## src/rtl/pipe_pkg.sv

```systemverilog
// Shared pipeline definitions: per-boundary action encoding and stall-vector indices.
package pipe_pkg;

    typedef enum logic [1:0] {
        ACT_LOAD   = 2'd0,
        ACT_HOLD   = 2'd1,
        ACT_BUBBLE = 2'd2,
        ACT_FLUSH  = 2'd3
    } stage_act_t;

    localparam int STG_IF  = 0;
    localparam int STG_ID  = 1;
    localparam int STG_EX  = 2;
    localparam int STG_MEM = 3;
    localparam int STG_WB  = 4;

endpackage

```

## src/rtl/sat_counter.sv

```systemverilog
// Saturating up-counter with synchronous clear; clear wins over a same-cycle increment.
module sat_counter #(
    parameter int W = 16
) (
    input  logic         clk,
    input  logic         reset,
    input  logic         inc,
    input  logic         clr,
    output logic [W-1:0] cnt
);

    logic [W-1:0] cnt_d;
    logic [W-1:0] cnt_q;

    // NOTE: every always_comb output gets a default first so no latch is inferred.
    always_comb begin
        cnt_d = cnt_q;
        if (clr) begin
            cnt_d = '0;
        end else if (inc && (cnt_q != '1)) begin
            cnt_d = cnt_q + W'(1);
        end
    end

    // NOTE: sequential state uses non-blocking assignments only.
    always_ff @(posedge clk or negedge reset) begin
        if (!reset) begin
            cnt_q <= '0;
        end else begin
            cnt_q <= cnt_d;
        end
    end

    assign cnt = cnt_q;

endmodule

```

## src/rtl/pipe_stage_reg.sv

```systemverilog
// Inter-stage pipeline register: decodes the shared stall vector into load/hold/bubble/flush,
// gates control on valid, and keeps hold/bubble statistics plus a stuck-stall watchdog.
module pipe_stage_reg
    import pipe_pkg::*;
#(
    parameter int DATA_W    = 32,
    parameter int CTRL_W    = 8,
    parameter int STALL_W   = 5,
    parameter int STAGE     = 2,
    parameter bit ZERO_DATA = 1'b1,
    parameter int CNT_W     = 16,
    parameter int MAX_HOLD  = 64
) (
    input  logic              clk,
    input  logic              reset,
    input  logic [STALL_W-1:0] stall,
    input  logic              flush,
    input  logic              in_valid,
    input  logic [DATA_W-1:0] in_data,
    input  logic [CTRL_W-1:0] in_ctrl,
    output logic              out_valid,
    output logic [DATA_W-1:0] out_data,
    output logic [CTRL_W-1:0] out_ctrl,
    input  logic              clr_cnt,
    output logic [CNT_W-1:0]  hold_cnt,
    output logic [CNT_W-1:0]  bubble_cnt,
    output logic              stuck
);

    localparam int  AGE_W    = $clog2(MAX_HOLD + 1);
    // The last stage has no downstream stall bit; point at a legal index and mask it off.
    localparam int  HOLD_IDX = (STAGE < STALL_W - 1) ? STAGE + 1 : STAGE;
    localparam bit  HAS_HOLD = (STAGE < STALL_W - 1);

    stage_act_t        act;
    logic              hold_req;
    logic              valid_d, valid_q;
    logic [DATA_W-1:0] data_d,  data_q;
    logic [CTRL_W-1:0] ctrl_d,  ctrl_q;
    logic [AGE_W-1:0]  hold_age;
    logic              is_hold;
    logic              is_bubble;

    always_comb begin
        hold_req = HAS_HOLD && stall[HOLD_IDX];
        if (flush) begin
            act = ACT_FLUSH;
        end else if (hold_req) begin
            act = ACT_HOLD;
        end else if (stall[STAGE]) begin
            act = ACT_BUBBLE;
        end else begin
            act = ACT_LOAD;
        end
    end

    assign is_hold   = (act == ACT_HOLD);
    assign is_bubble = (act == ACT_BUBBLE) || (act == ACT_FLUSH);

    always_comb begin
        valid_d = valid_q;
        data_d  = data_q;
        ctrl_d  = ctrl_q;
        unique case (act)
            ACT_LOAD: begin
                valid_d = in_valid;
                data_d  = in_data;
                ctrl_d  = in_valid ? in_ctrl : '0;
            end
            ACT_HOLD: ;
            ACT_BUBBLE, ACT_FLUSH: begin
                valid_d = 1'b0;
                ctrl_d  = '0;
                if (ZERO_DATA) data_d = '0;
            end
            default: ;
        endcase
    end

    always_ff @(posedge clk or negedge reset) begin
        if (!reset) begin
            valid_q <= 1'b0;
            data_q  <= '0;
            ctrl_q  <= '0;
        end else begin
            valid_q <= valid_d;
            data_q  <= data_d;
            ctrl_q  <= ctrl_d;
        end
    end

    assign out_valid = valid_q;
    assign out_data  = data_q;
    assign out_ctrl  = ctrl_q;

    sat_counter #(.W(CNT_W)) u_hold_cnt (
        .clk   (clk),
        .reset (reset),
        .inc   (is_hold),
        .clr   (clr_cnt),
        .cnt   (hold_cnt)
    );

    sat_counter #(.W(CNT_W)) u_bubble_cnt (
        .clk   (clk),
        .reset (reset),
        .inc   (is_bubble),
        .clr   (clr_cnt),
        .cnt   (bubble_cnt)
    );

    // Increment is gated at MAX_HOLD so the age parks there even when MAX_HOLD < 2^AGE_W-1.
    sat_counter #(.W(AGE_W)) u_hold_age (
        .clk   (clk),
        .reset (reset),
        .inc   (is_hold && !stuck),
        .clr   (clr_cnt || !is_hold),
        .cnt   (hold_age)
    );

    assign stuck = (hold_age == AGE_W'(MAX_HOLD));

endmodule

```

## config.mk

```make
export PLATFORM = sky130hd
export DESIGN_NAME = pipe_stage_reg
export DESIGN_NICKNAME = d
export VERILOG_FILES = /design/src/rtl/pipe_pkg.sv /design/src/rtl/sat_counter.sv /design/src/rtl/pipe_stage_reg.sv
export SDC_FILE = /design/constraint.sdc
export NUM_CORES = 1
export LEC_CHECK = 0
export BUFFER_PORTS_ARGS = -buffer_cell sky130_fd_sc_hd__buf_2
export CORE_MARGIN = 3
export CORE_UTILIZATION = 45
export CTS_CLUSTER_DIAMETER = 200
export DETAILED_ROUTE_END_ITERATION = 10
export MAX_ROUTING_LAYER = met4
export PLACE_DENSITY = 0.79
export SYNTH_ARGS = -nofsm -noshare
export SYNTH_HDL_FRONTEND = slang
export SYNTH_SLANG_ARGS = --single-unit
```

## constraint.sdc

```tcl
create_clock -name clk -period 1.7 [get_ports clk]
set_clock_uncertainty 0.1 [all_clocks]
set_input_delay 0 -clock clk [delete_from_list [all_inputs] [get_ports clk]]
set_output_delay 0 -clock clk [all_outputs]
set_load 0.005 [all_outputs]
```

==> reports/results.tsv <==
metric	value	unit
status	complete, but fails checks	
violations	negative setup slack	
ys.flop_type	dfrtp_1	
p_total	0.00394	W
period_minus_slack	1740	ps
clk_path_buf_depth	2	
nNetsFinal	604	
drive_gt1_share	46.0	%
path_class	reg -> reg	
timing.final.crit_share	102	%
p_clk_share	40.0	%
dpl_cell_area	4610	um2
post_drt_wl_per_cell	17.7	um
clock_sinks	80	
numCtsBuffers	9	
drtPass1Iterations	6	
start_util	46.5	%
ff2ff_setup_slack	-40	ps
drv_cap	0	
cts_tree	done	
synth_cells	326	
clk_pin_slew	80	ps
drtAntennaViolNets	0	
grt_pass1_vias	3602	
min_from	stall[3]	
hpwl	6700	um
critPathArrivalTime	1910	ps
rows	32	
postLayoutCoreUtil	73.0	%
ys_seq_elements	80	
finalSetupViolCount	5	
antenna_found_initial	0	
core	7770	um2
ios	124	
viasPerCell	5.70	
vdd_ir_drop_max	0.474	mV
clock_latency	350	ps
io_buffer_count	120	
slew_headroom	62.8	%
rr_endpoint	u_hold_cnt.cnt[10]$_DFFE_PN0P_	
swShare	24.5	%
grt_setup_unrepaired	true	
start_kind	flop	
crit_fanout	6	
yosysWarnings	0	
powerDensity	695	nW/um2
routed-via-count	3742	
diodes	0	
synth_edf_count	0	
n_fill_cell	532	
intPower	0.00297	W
critPathRequiredTime	1880	ps
hold_class	in -> reg	
synthesis.area	3610	um2
async_flop_share	100	%
fmax	576	MHz
grt_usage	25.4	%
avgSynthCellArea	11.1	um2
syn_to_final_growth	57.1	%
yosysSeqAreaShare	55.4	%
die_w	95.6	um
worst_pin_slew	558	ps
yosys.area.top_type_share	55.4	%
drc	0	
htree_levels	3	
die-area	9140	um2
place.gp.congestion	0.852	
leakage	2.80	nW
endpoint_kind	flop	
pwr-share-comb	9.9	%
setup_ws	-35.7	ps
fin_tns_setup	-91.6	ps
finalHoldViolCount	0	
synthesis.nets	380	
die_h	95.6	um
grt_max_degree	46	
grt_pass1_wl	17600	um
totalWireLength	11600	um
reg2reg_from	u_hold_cnt.cnt[0]$_DFFE_PN0P_	
holdPathEnd	u_hold_cnt.cnt[0]$_DFFE_PN0P_	
seqPwrFrac	50.1	%
yosysUniqueCellTypes	45	
drtIter0Drc	131	
clockRootBuffer	clkbuf_8	
p_sw	0.000967	W
stdcell_area	5670	um2
grt_overflow	0	
netlist.top_cell.by_area	dfrtp_1	
r2r.worst_path.cells	6	
timing.final.max_slew_violations	0	
synthTopCellsByArea	dfrtp_1, a22o_1, a21oi_1, or4_1, o41ai_1	
hold_depth	4	
==> power groups by stage <==
stage | sequential, W | combinational, W | clock (W)
2_1_floorplan | 0.00201 | 0.0000963 | 0
3_3_place_gp | 0.00200 | 0.000281 | 0
3_5_place_dp | 0.00200 | 0.000291 | 0
4_1_cts | 0.00197 | 0.000367 | 0.00158
5_1_grt | 0.00198 | 0.000428 | 0.00166
6_report | 0.00197 | 0.000392 | 0.00158
==> cells in the mapped netlist, types with 8 or more instances <==
cell type,n
a22o_1,40
inv_1,12
nand3_1,14
a21oi_1,26
dfrtp_1,80
or4_1,12
o41ai_1,10
nand2_1,10
o21ai_0,15
clkbuf_1,8
o31ai_1,9
nand4_1,10
==> critical path, stage by stage, from the launching register on <==
cell     delay, ps
dfrtp_1        430
ha_4           190
nand4_1        120
nor4_4          60
buf_4          160
or4_4          480
a21oi_2        130
==> final cells by class <==
cell class / instances / area [um2] / share of cell area (%)
clock buffers: 9 / 124 / 2.18
clock inverters: 6 / 93.8 / 1.65
inverters: 12 / 45.0 / 0.794
multi-input cells: 215 / 1700 / 30.0
flip-flops and latches: 80 / 2000 / 35.3
well taps: 102 / 128 / 2.25
repair buffers: 232 / 1580 / 27.8
==> state kept, by name, indices dropped and copies added, names as in the netlist <==
| name | cells |
|---|---|
| out_data | 32 |
| u_bubble_cnt.cnt | 16 |
| u_hold_cnt.cnt | 16 |
| out_ctrl | 8 |
| u_hold_age.cnt | 7 |
| out_valid | 1 |
==> timing repair <==
action / 4_1_cts / 5_1_grt
resized for setup: 5 / 58
setup endpoints to repair: 11 / 35
pin swaps: 4 / 23
gates cloned: 1 / 0
buffers inserted: 8 / 19
hold buffers: 42 / 0
endpoints found under the hold margin: 147 / 0
==> metal layers <==
metal	up-vias	global-route usage [%]	part of all wire (%)
li1	1732	-	-
met1	1851	32.3	42
met2	136	41.1	51
met3	23	5.60	5.3
met4	0	6.99	1.7
met5	-	-	0
==> placed cells by master, fill, tap and decap left out, drive strengths merged, types with 2 or more instances in the layout <==
cell         Yosys  layout
and2             2       2
buf              9     190
o2111ai          2       2
and4             3       3
nand2b           3       3
a31oi            2       2
nor3             4       4
o31ai            9       9
inv             12      13
bufinv           0       2
dlygate4sd3      0      42
clkinv           0       2
ha               4       4
dfrtp           80      80
o311ai           7       7
and3             5       5
nor2b            4       4
nand3           14      14
a22o            40      40
o41ai           10      10
or3              8       8
nor2             7       7
nand2           10      10
o21ai           16      16
nand4           11      11
or4             12      12
or2              3       3
a21oi           26      26
clkbuf           8       9
nor4             4       4
==> cells by family (layout without fill, tap and decap cells) <==
| logic type | Yosys count | count (layout) | share of synthesized area, % |
|---|---|---|---|
| simple gates | 92 | 92 | 15.3 |
| flops | 80 | 80 | 55.4 |
| buf+inv | 31 | 259 | 3.85 |
| fa+ha+maj | 4 | 4 | 1.39 |
| mux | 2 | 2 | 0.589 |
| compound gates | 117 | 117 | 23.5 |
==> worst max path at each step <==
stage,cells after the start,slack [ps],startpoint,end
2_1_floorplan,5,-10,u_bubble_cnt.cnt[6]$_DFFE_PN0P_,u_bubble_cnt.cnt[15]$_DFFE_PN0P_
3_3_place_gp,6,-2,u_hold_cnt.cnt[0]$_DFFE_PN0P_,u_hold_cnt.cnt[10]$_DFFE_PN0P_
3_5_place_dp,5,-60,u_hold_cnt.cnt[0]$_DFFE_PN0P_,u_hold_cnt.cnt[9]$_DFFE_PN0P_
4_1_cts,6,3,u_hold_age.cnt[3]$_DFFE_PN0P_,stuck
5_1_grt,6,-90,u_bubble_cnt.cnt[1]$_DFFE_PN0P_,u_bubble_cnt.cnt[13]$_DFFE_PN0P_
6_report,6,-40,u_hold_cnt.cnt[0]$_DFFE_PN0P_,u_hold_cnt.cnt[10]$_DFFE_PN0P_
==> stage by stage <==
step | cells | hold WS [ps] | setup slack [ps]
after floorplan | 326 | -396 | -11.7
after global placement | 572 | -72.5 | -2.15
after detailed placement | 572 | -63.2 | -57.7
after CTS | 638 | 1.19 | 2.85
after global routing | 656 | 30.4 | -91.6
final | 656 | 5.23 | -35.7
Power figures use the tool's default switching activity.
